## src/rtl/pair_bus_pkg.sv

```systemverilog
// Shared definitions for the 227-bit pair bus: widths, tags, framing and word packing.
package pair_bus_pkg;

  localparam int PAIR_W     = 227;
  localparam int PAYLOAD_W  = 192;
  localparam int SEQ_W      = 32;
  localparam int ENTRY_W    = PAYLOAD_W + 1;  // {last flag, payload}
  localparam int FRAME_LEN  = 16;
  localparam int EMIT_SLOTS = 14;

  localparam logic [1:0] TAG_DATA = 2'b00;
  localparam logic [1:0] TAG_LAST = 2'b01;
  localparam logic [1:0] TAG_NULL = 2'b11;

  // Receivers drop any word whose tag bits are both set.
  localparam logic [PAIR_W-1:0] NULL_WORD =
    {{SEQ_W{1'b0}}, TAG_NULL, 1'b0, {PAYLOAD_W{1'b0}}};

  // Pack a buffered entry into a bus word: {seq, tag, reserved, payload}.
  function automatic logic [PAIR_W-1:0] make_word(
    input logic [SEQ_W-1:0]   seq,
    input logic [ENTRY_W-1:0] entry
  );
    logic [1:0] tag;
    if (entry[ENTRY_W-1]) begin
      tag = TAG_LAST;
    end else begin
      tag = TAG_DATA;
    end
    return {seq, tag, 1'b0, entry[PAYLOAD_W-1:0]};
  endfunction

endpackage

```

## src/rtl/pair_entry_buf.sv

```systemverilog
// Register-based FIFO of pair entries. A push at full is accepted only when a
// pop frees a slot in the same cycle; the caller decides what a refused push means.
module pair_entry_buf
  import pair_bus_pkg::*;
#(
  parameter  int DEPTH = 16,
  parameter  int W     = ENTRY_W,
  localparam int AW    = $clog2(DEPTH),
  localparam int LW    = AW + 1
) (
  input  logic          clk,
  input  logic          clr_n,
  input  logic          push,
  input  logic          pop,
  input  logic [W-1:0]  din,
  output logic [W-1:0]  dout,
  output logic [LW-1:0] level,
  output logic          full,
  output logic          empty
);

  logic [W-1:0]  mem_r [DEPTH];
  logic [AW-1:0] wr_ptr_r;
  logic [AW-1:0] rd_ptr_r;
  logic [LW-1:0] level_r;
  logic          push_ok_s;
  logic          pop_ok_s;

  assign full      = (level_r == LW'(DEPTH));
  assign empty     = (level_r == {LW{1'b0}});
  assign pop_ok_s  = pop & ~empty;
  assign push_ok_s = push & (~full | pop_ok_s);
  assign level     = level_r;
  assign dout      = mem_r[rd_ptr_r];

  // Storage write; contents need no reset because level gates every read.
  always_ff @(posedge clk) begin
    if (push_ok_s) begin
      mem_r[wr_ptr_r] <= din;
    end
  end

  // Pointers wrap naturally at DEPTH; occupancy follows accepted push/pop.
  always_ff @(posedge clk or negedge clr_n) begin
    if (!clr_n) begin
      wr_ptr_r <= {AW{1'b0}};
      rd_ptr_r <= {AW{1'b0}};
      level_r  <= {LW{1'b0}};
    end else begin
      if (push_ok_s) begin
        wr_ptr_r <= wr_ptr_r + AW'(1);
      end
      if (pop_ok_s) begin
        rd_ptr_r <= rd_ptr_r + AW'(1);
      end
      case ({push_ok_s, pop_ok_s})
        2'b10:   level_r <= level_r + LW'(1);
        2'b01:   level_r <= level_r - LW'(1);
        default: level_r <= level_r;
      endcase
    end
  end

endmodule

```

## src/rtl/pair_entry_fifo.sv

```systemverilog
// Host-to-pipeline injector: buffers host pair records and drives them onto the
// pair bus in the emitting slots of a fixed frame, null words elsewhere.
module pair_entry_fifo
  import pair_bus_pkg::*;
#(
  parameter  int DEPTH = 16,
  parameter  int FRAME = FRAME_LEN,
  parameter  int SLOTS = EMIT_SLOTS,
  localparam int SW    = $clog2(FRAME),
  localparam int LW    = $clog2(DEPTH) + 1
) (
  input  logic                 clk,
  input  logic                 reset,
  input  logic [PAYLOAD_W-1:0] host_data,
  input  logic                 last_in,
  input  logic                 write_ctrl,
  output logic [PAIR_W-1:0]    out,
  output logic                 frame_start,
  output logic                 qfull,
  output logic                 overflow,
  output logic [LW-1:0]        level
);

  logic               host_prev_r;
  logic [SW-1:0]      slot_r;
  logic [SEQ_W-1:0]   seq_r;
  logic [PAIR_W-1:0]  out_r;
  logic               overflow_r;

  logic               push_s;
  logic               pop_s;
  logic               drop_s;
  logic               emit_slot_s;
  logic               full_s;
  logic               empty_s;
  logic [ENTRY_W-1:0] head_s;

  assign push_s      = write_ctrl & ~host_prev_r;
  assign emit_slot_s = (slot_r < SW'(SLOTS));
  assign pop_s       = emit_slot_s & ~empty_s;
  // A push at full survives only if this cycle's pop makes room.
  assign drop_s      = push_s & full_s & ~pop_s;

  assign out         = out_r;
  assign frame_start = (slot_r == SW'(0));
  assign qfull       = full_s;
  assign overflow    = overflow_r;

  pair_entry_buf #(
    .DEPTH (DEPTH),
    .W     (ENTRY_W)
  ) u_buf (
    .clk   (clk),
    .clr_n (reset),
    .push  (push_s),
    .pop   (pop_s),
    .din   ({last_in, host_data}),
    .dout  (head_s),
    .level (level),
    .full  (full_s),
    .empty (empty_s)
  );

  // Remember the last strobe level so a held strobe yields one push.
  always_ff @(posedge clk or negedge reset) begin
    if (!reset) begin
      host_prev_r <= 1'b0;
    end else begin
      host_prev_r <= write_ctrl;
    end
  end

  // Free-running frame slot counter; reset parks it on the last slot so the
  // first active edge starts a frame.
  always_ff @(posedge clk or negedge reset) begin
    if (!reset) begin
      slot_r <= SW'(FRAME - 1);
    end else if (slot_r == SW'(FRAME - 1)) begin
      slot_r <= SW'(0);
    end else begin
      slot_r <= slot_r + SW'(1);
    end
  end

  // Output word register and sequence numbering of emitted data words.
  always_ff @(posedge clk or negedge reset) begin
    if (!reset) begin
      out_r <= NULL_WORD;
      seq_r <= {SEQ_W{1'b0}};
    end else if (pop_s) begin
      out_r <= make_word(seq_r, head_s);
      seq_r <= seq_r + 32'd1;
    end else begin
      out_r <= NULL_WORD;
      seq_r <= seq_r;
    end
  end

  // Sticky record of any push lost to a full buffer.
  always_ff @(posedge clk or negedge reset) begin
    if (!reset) begin
      overflow_r <= 1'b0;
    end else if (drop_s) begin
      overflow_r <= 1'b1;
    end else begin
      overflow_r <= overflow_r;
    end
  end

endmodule

```

## config.mk

```make
export PLATFORM = sky130hd
export DESIGN_NAME = pair_entry_fifo
export DESIGN_NICKNAME = d
export VERILOG_FILES = /design/src/rtl/pair_bus_pkg.sv /design/src/rtl/pair_entry_buf.sv /design/src/rtl/pair_entry_fifo.sv
export SDC_FILE = /design/constraint.sdc
export NUM_CORES = 2
export LEC_CHECK = 0
export CAP_MARGIN = 15
export CORE_MARGIN = 2
export CORE_UTILIZATION = 25
export CTS_BUF_LIST = sky130_fd_sc_hd__clkbuf_4 sky130_fd_sc_hd__clkbuf_8
export CTS_CLUSTER_DIAMETER = 150
export DETAILED_ROUTE_END_ITERATION = 8
export PLACE_DENSITY_LB_ADDON = 0.05
export SYNTH_ARGS = -nofsm -noshare
export SYNTH_HDL_FRONTEND = slang
export SYNTH_SLANG_ARGS = --single-unit
```

## constraint.sdc

```tcl
create_clock -name clk -period 17.2 [get_ports clk]
set_input_delay 3.44 -clock clk [delete_from_list [all_inputs] [get_ports clk]]
set_output_delay 3.44 -clock clk [all_outputs]
set_load 0.01 [all_outputs]
```

==> flow_summary.toml <==
[status]
status = "completed"

[global_routing]
grt_pass1_vias = 64600
grt_usage_pct = 14.8
overflow = 0
grt_pass1_wl_um = 525000
grt_max_degree = 113
antenna_found_initial = 62

[critical_path]
worst_path_largest_cell_delay_ns = 0.81
cp-start-kind = "primary input"
crit_chain = "clkdlybuf4s50_1, nand2b_1, a21oi_1, buf_4, nand2_1, nor2_4, buf_4, buf_4, buf_4"
crit_path_end_kind = "flip-flop"
arrival_ns = 7.93
cpMaxStageDelayCell = "buf_4"
crit_type = "primary input to flip-flop"
critical_path_required_ns = 17.99
reg2reg_depth = 7
critPathMaxFanout = 41
cpMostUsedCell = "buf_4"

[timing]
fmax_ghz = 0.140
hold_viol_final = 0
skew_ns = 0.0535
rsz0062_at_grt = "no"
finalCritPeriodShare_pct = 41.5
fin_hold_ws_ns = 0.469
drv_slew = 0
setup_tns_ns = 0
timing.final.crit_period_ns = 7.14
worst_pin_slew_ns = 1.16
setup_viol = 0
relSlewSlack_pct = 22.9

[clock_network]
cts_tree = "built"
cts_resized = 0
cts_made_buffers = 630
cts_setup_buffers = 0
root_buffer = "clkbuf_8"
htree_levels = 6
clk_latency_ns = 1.21
clk_path_buf_depth = 4
cts.sinks = 3365
cts.clk_slew.worst_paths_ns = 0.06
cts_hold_buf = 0

[finish]
instances_no_fill = 13200
drive_gt1_share_pct = 30.0
nets = 6353
final.fill_count = 47700
areaGrowthSynthToFinish_pct = 20.4

[yosys]
synth_edf_count = 3088
yosysTopAreaCell = "edfxtp_1"
synth.avg_cell_area_um2 = 23.6
synth_warnings = 0
synth_ff_type = "edfxtp_1"
synth_cells = 5233
synth.most_common_cell = "edfxtp_1"
netlist.area_leader.share_pct = 75.0
ys_top_cells_by_count = "edfxtp_1, mux4_2, a22oi_1"
async_flop_share_pct = 8.23
synth_area_leaders = "edfxtp_1, mux4_2, dfrtp_1"
synth_nets = 5441
netlist_area_um2 = 124000
yosysUniqueCellTypes = 47
synth-seq-area-share_pct = 80.6
ys_ff_latch = 3365

[pwr]
power_density_nw_per_um2 = 162
power_switching_w = 0.00757
p_sw_share_pct = 31.4
intPower_w = 0.0165
power_frac_comb_pct = 26.6
leakage_nw = 47.0
power_w = 0.0241
clkPwrFrac_pct = 32.4
seqPwrFrac_pct = 41.0
ir_drop_mv = 0.105

[die]
die_h_um = 707
fp.dieW_um = 707
die_area_um2 = 500000
core_region_area_um2 = 493000
placementRows = 258
start_util_pct = 25.1
io_pins = 431

[route]
dr.pass1.iters = 7
vias_per_cell = 4.45
drt_iter0_markers = 4089
postRouteAntennaNets = 0
remaining_drc_errors = 0
vias = 58600
wire_per_inst_um = 28.7
wl_um = 378000

[placed_design]
gp_congestion = 0.678
portBuffers = 429
place_inst = 12000
dpl.hpwl_um = 208000

[hold_path]
hp-class = "flip-flop to flip-flop"
whs_path_depth = 1

[flow_run]
drv_cap = 0
-- per-stage QoR --
step	setup slack [ns]	instance area [um^2]	util [%]
after global routing	9.86	149000	30.2
after detailed placement	8.57	136000	27.6
after global placement	8.61	136000	27.6
final	10.06	149000	30.2
after floorplan	4.30	124000	-
after CTS	9.97	149000	30.2
-- flip-flops by register name (all words and copies together), names as in the netlist --
| register | count |
|---|---|
| u_buf.mem_r | 3088 |
| out | 226 |
| seq_r | 32 |
| u_buf.level | 5 |
| slot_r | 4 |
| u_buf.rd_ptr_r | 4 |
| u_buf.wr_ptr_r | 4 |
| host_prev_r | 1 |
| overflow | 1 |
-- cell families (layout without fill, tap and decap cells) --
logic type	count (synthesis)	in the layout	synth area share, %
AOI/OAI and AO/OA	593	593	3.21
xor gates and xnor gates	41	41	0.290
adders and majority gates	12	12	0.127
buffers and inverters	305	1731	1.04
DFF	3365	3365	80.6
muxes	775	775	14.1
other	1	12	0.00303
and+or+nand+nor	141	141	0.685
-- cell type report --
| class | instances | area [um^2] | share of cell area (%) |
|---|---|---|---|
| well taps | 6500 | 8130 | 5.46 |
| inverters | 15 | 72.6 | 0.0487 |
| clock inverters | 223 | 1490 | 0.997 |
| multi-input cells | 1563 | 22900 | 15.4 |
| flip-flops and latches | 3365 | 99700 | 66.9 |
| clock buffers | 923 | 11200 | 7.50 |
| repair buffers | 570 | 5430 | 3.65 |
| diodes | 11 | 27.5 | 0.0185 |
-- worst max-delay path: cells and delay by family --
kind,cells,cell delay (ns)
and+or+nand+nor,3,1.08
AOI/OAI and AO/OA,1,0.27
buffers and inverters,5,2.96
-- layer usage --
layer	share of wire (%)	wire length [um]	GRT usage [%]
met1	44	166000	19.6
met2	50	188000	25.3
met3	4.2	16000	2.74
met4	2.0	7550	3.18
met5	0.034	128	0
-- cells in the final DEF (no fill, tap or decap), types with 12 or more instances in the layout --
cell	netlist	final
clkinvlp_4	0	14
xor2_1	12	12
nor2_4	1	14
and2_1	27	26
buf_4	3	135
edfxtp_1	3088	3088
clkinv_1	0	110
clkdlybuf4s50_1	0	428
clkbuf_8	0	677
nor2_1	27	14
nand2_1	30	30
a22oi_1	385	385
clkbuf_4	0	246
mux4_2	772	772
clkinv_2	0	60
xnor2_1	29	29
inv_1	14	14
a21oi_1	196	196
dfrtp_1	271	269
-- power groups by stage --
stage,registers [W],clock network (W),logic (W)
floorplan,0.0101,0,0.00367
global placement,0.0101,0,0.00676
detailed placement,0.0101,0,0.00671
CTS,0.00993,0.00817,0.00674
global route,0.00996,0.00851,0.00692
finish,0.00990,0.00781,0.00641
-- worst paths after layout --
path	end	slack (ns)	start
setup reg to reg	out[99]	11.30	u_buf.rd_ptr_r[0]
setup / recovery	u_buf.mem_r[9][95]	10.06	write_ctrl
max in group asynchronous	out[100]	12.96	reset
hold reg to reg	seq_r[31]	0.47	seq_r[31]
hold / removal	seq_r[31]	0.47	seq_r[31]
min in group asynchronous	out[171]	2.20	reset
Note: power is estimated with default switching activity, not from simulation.
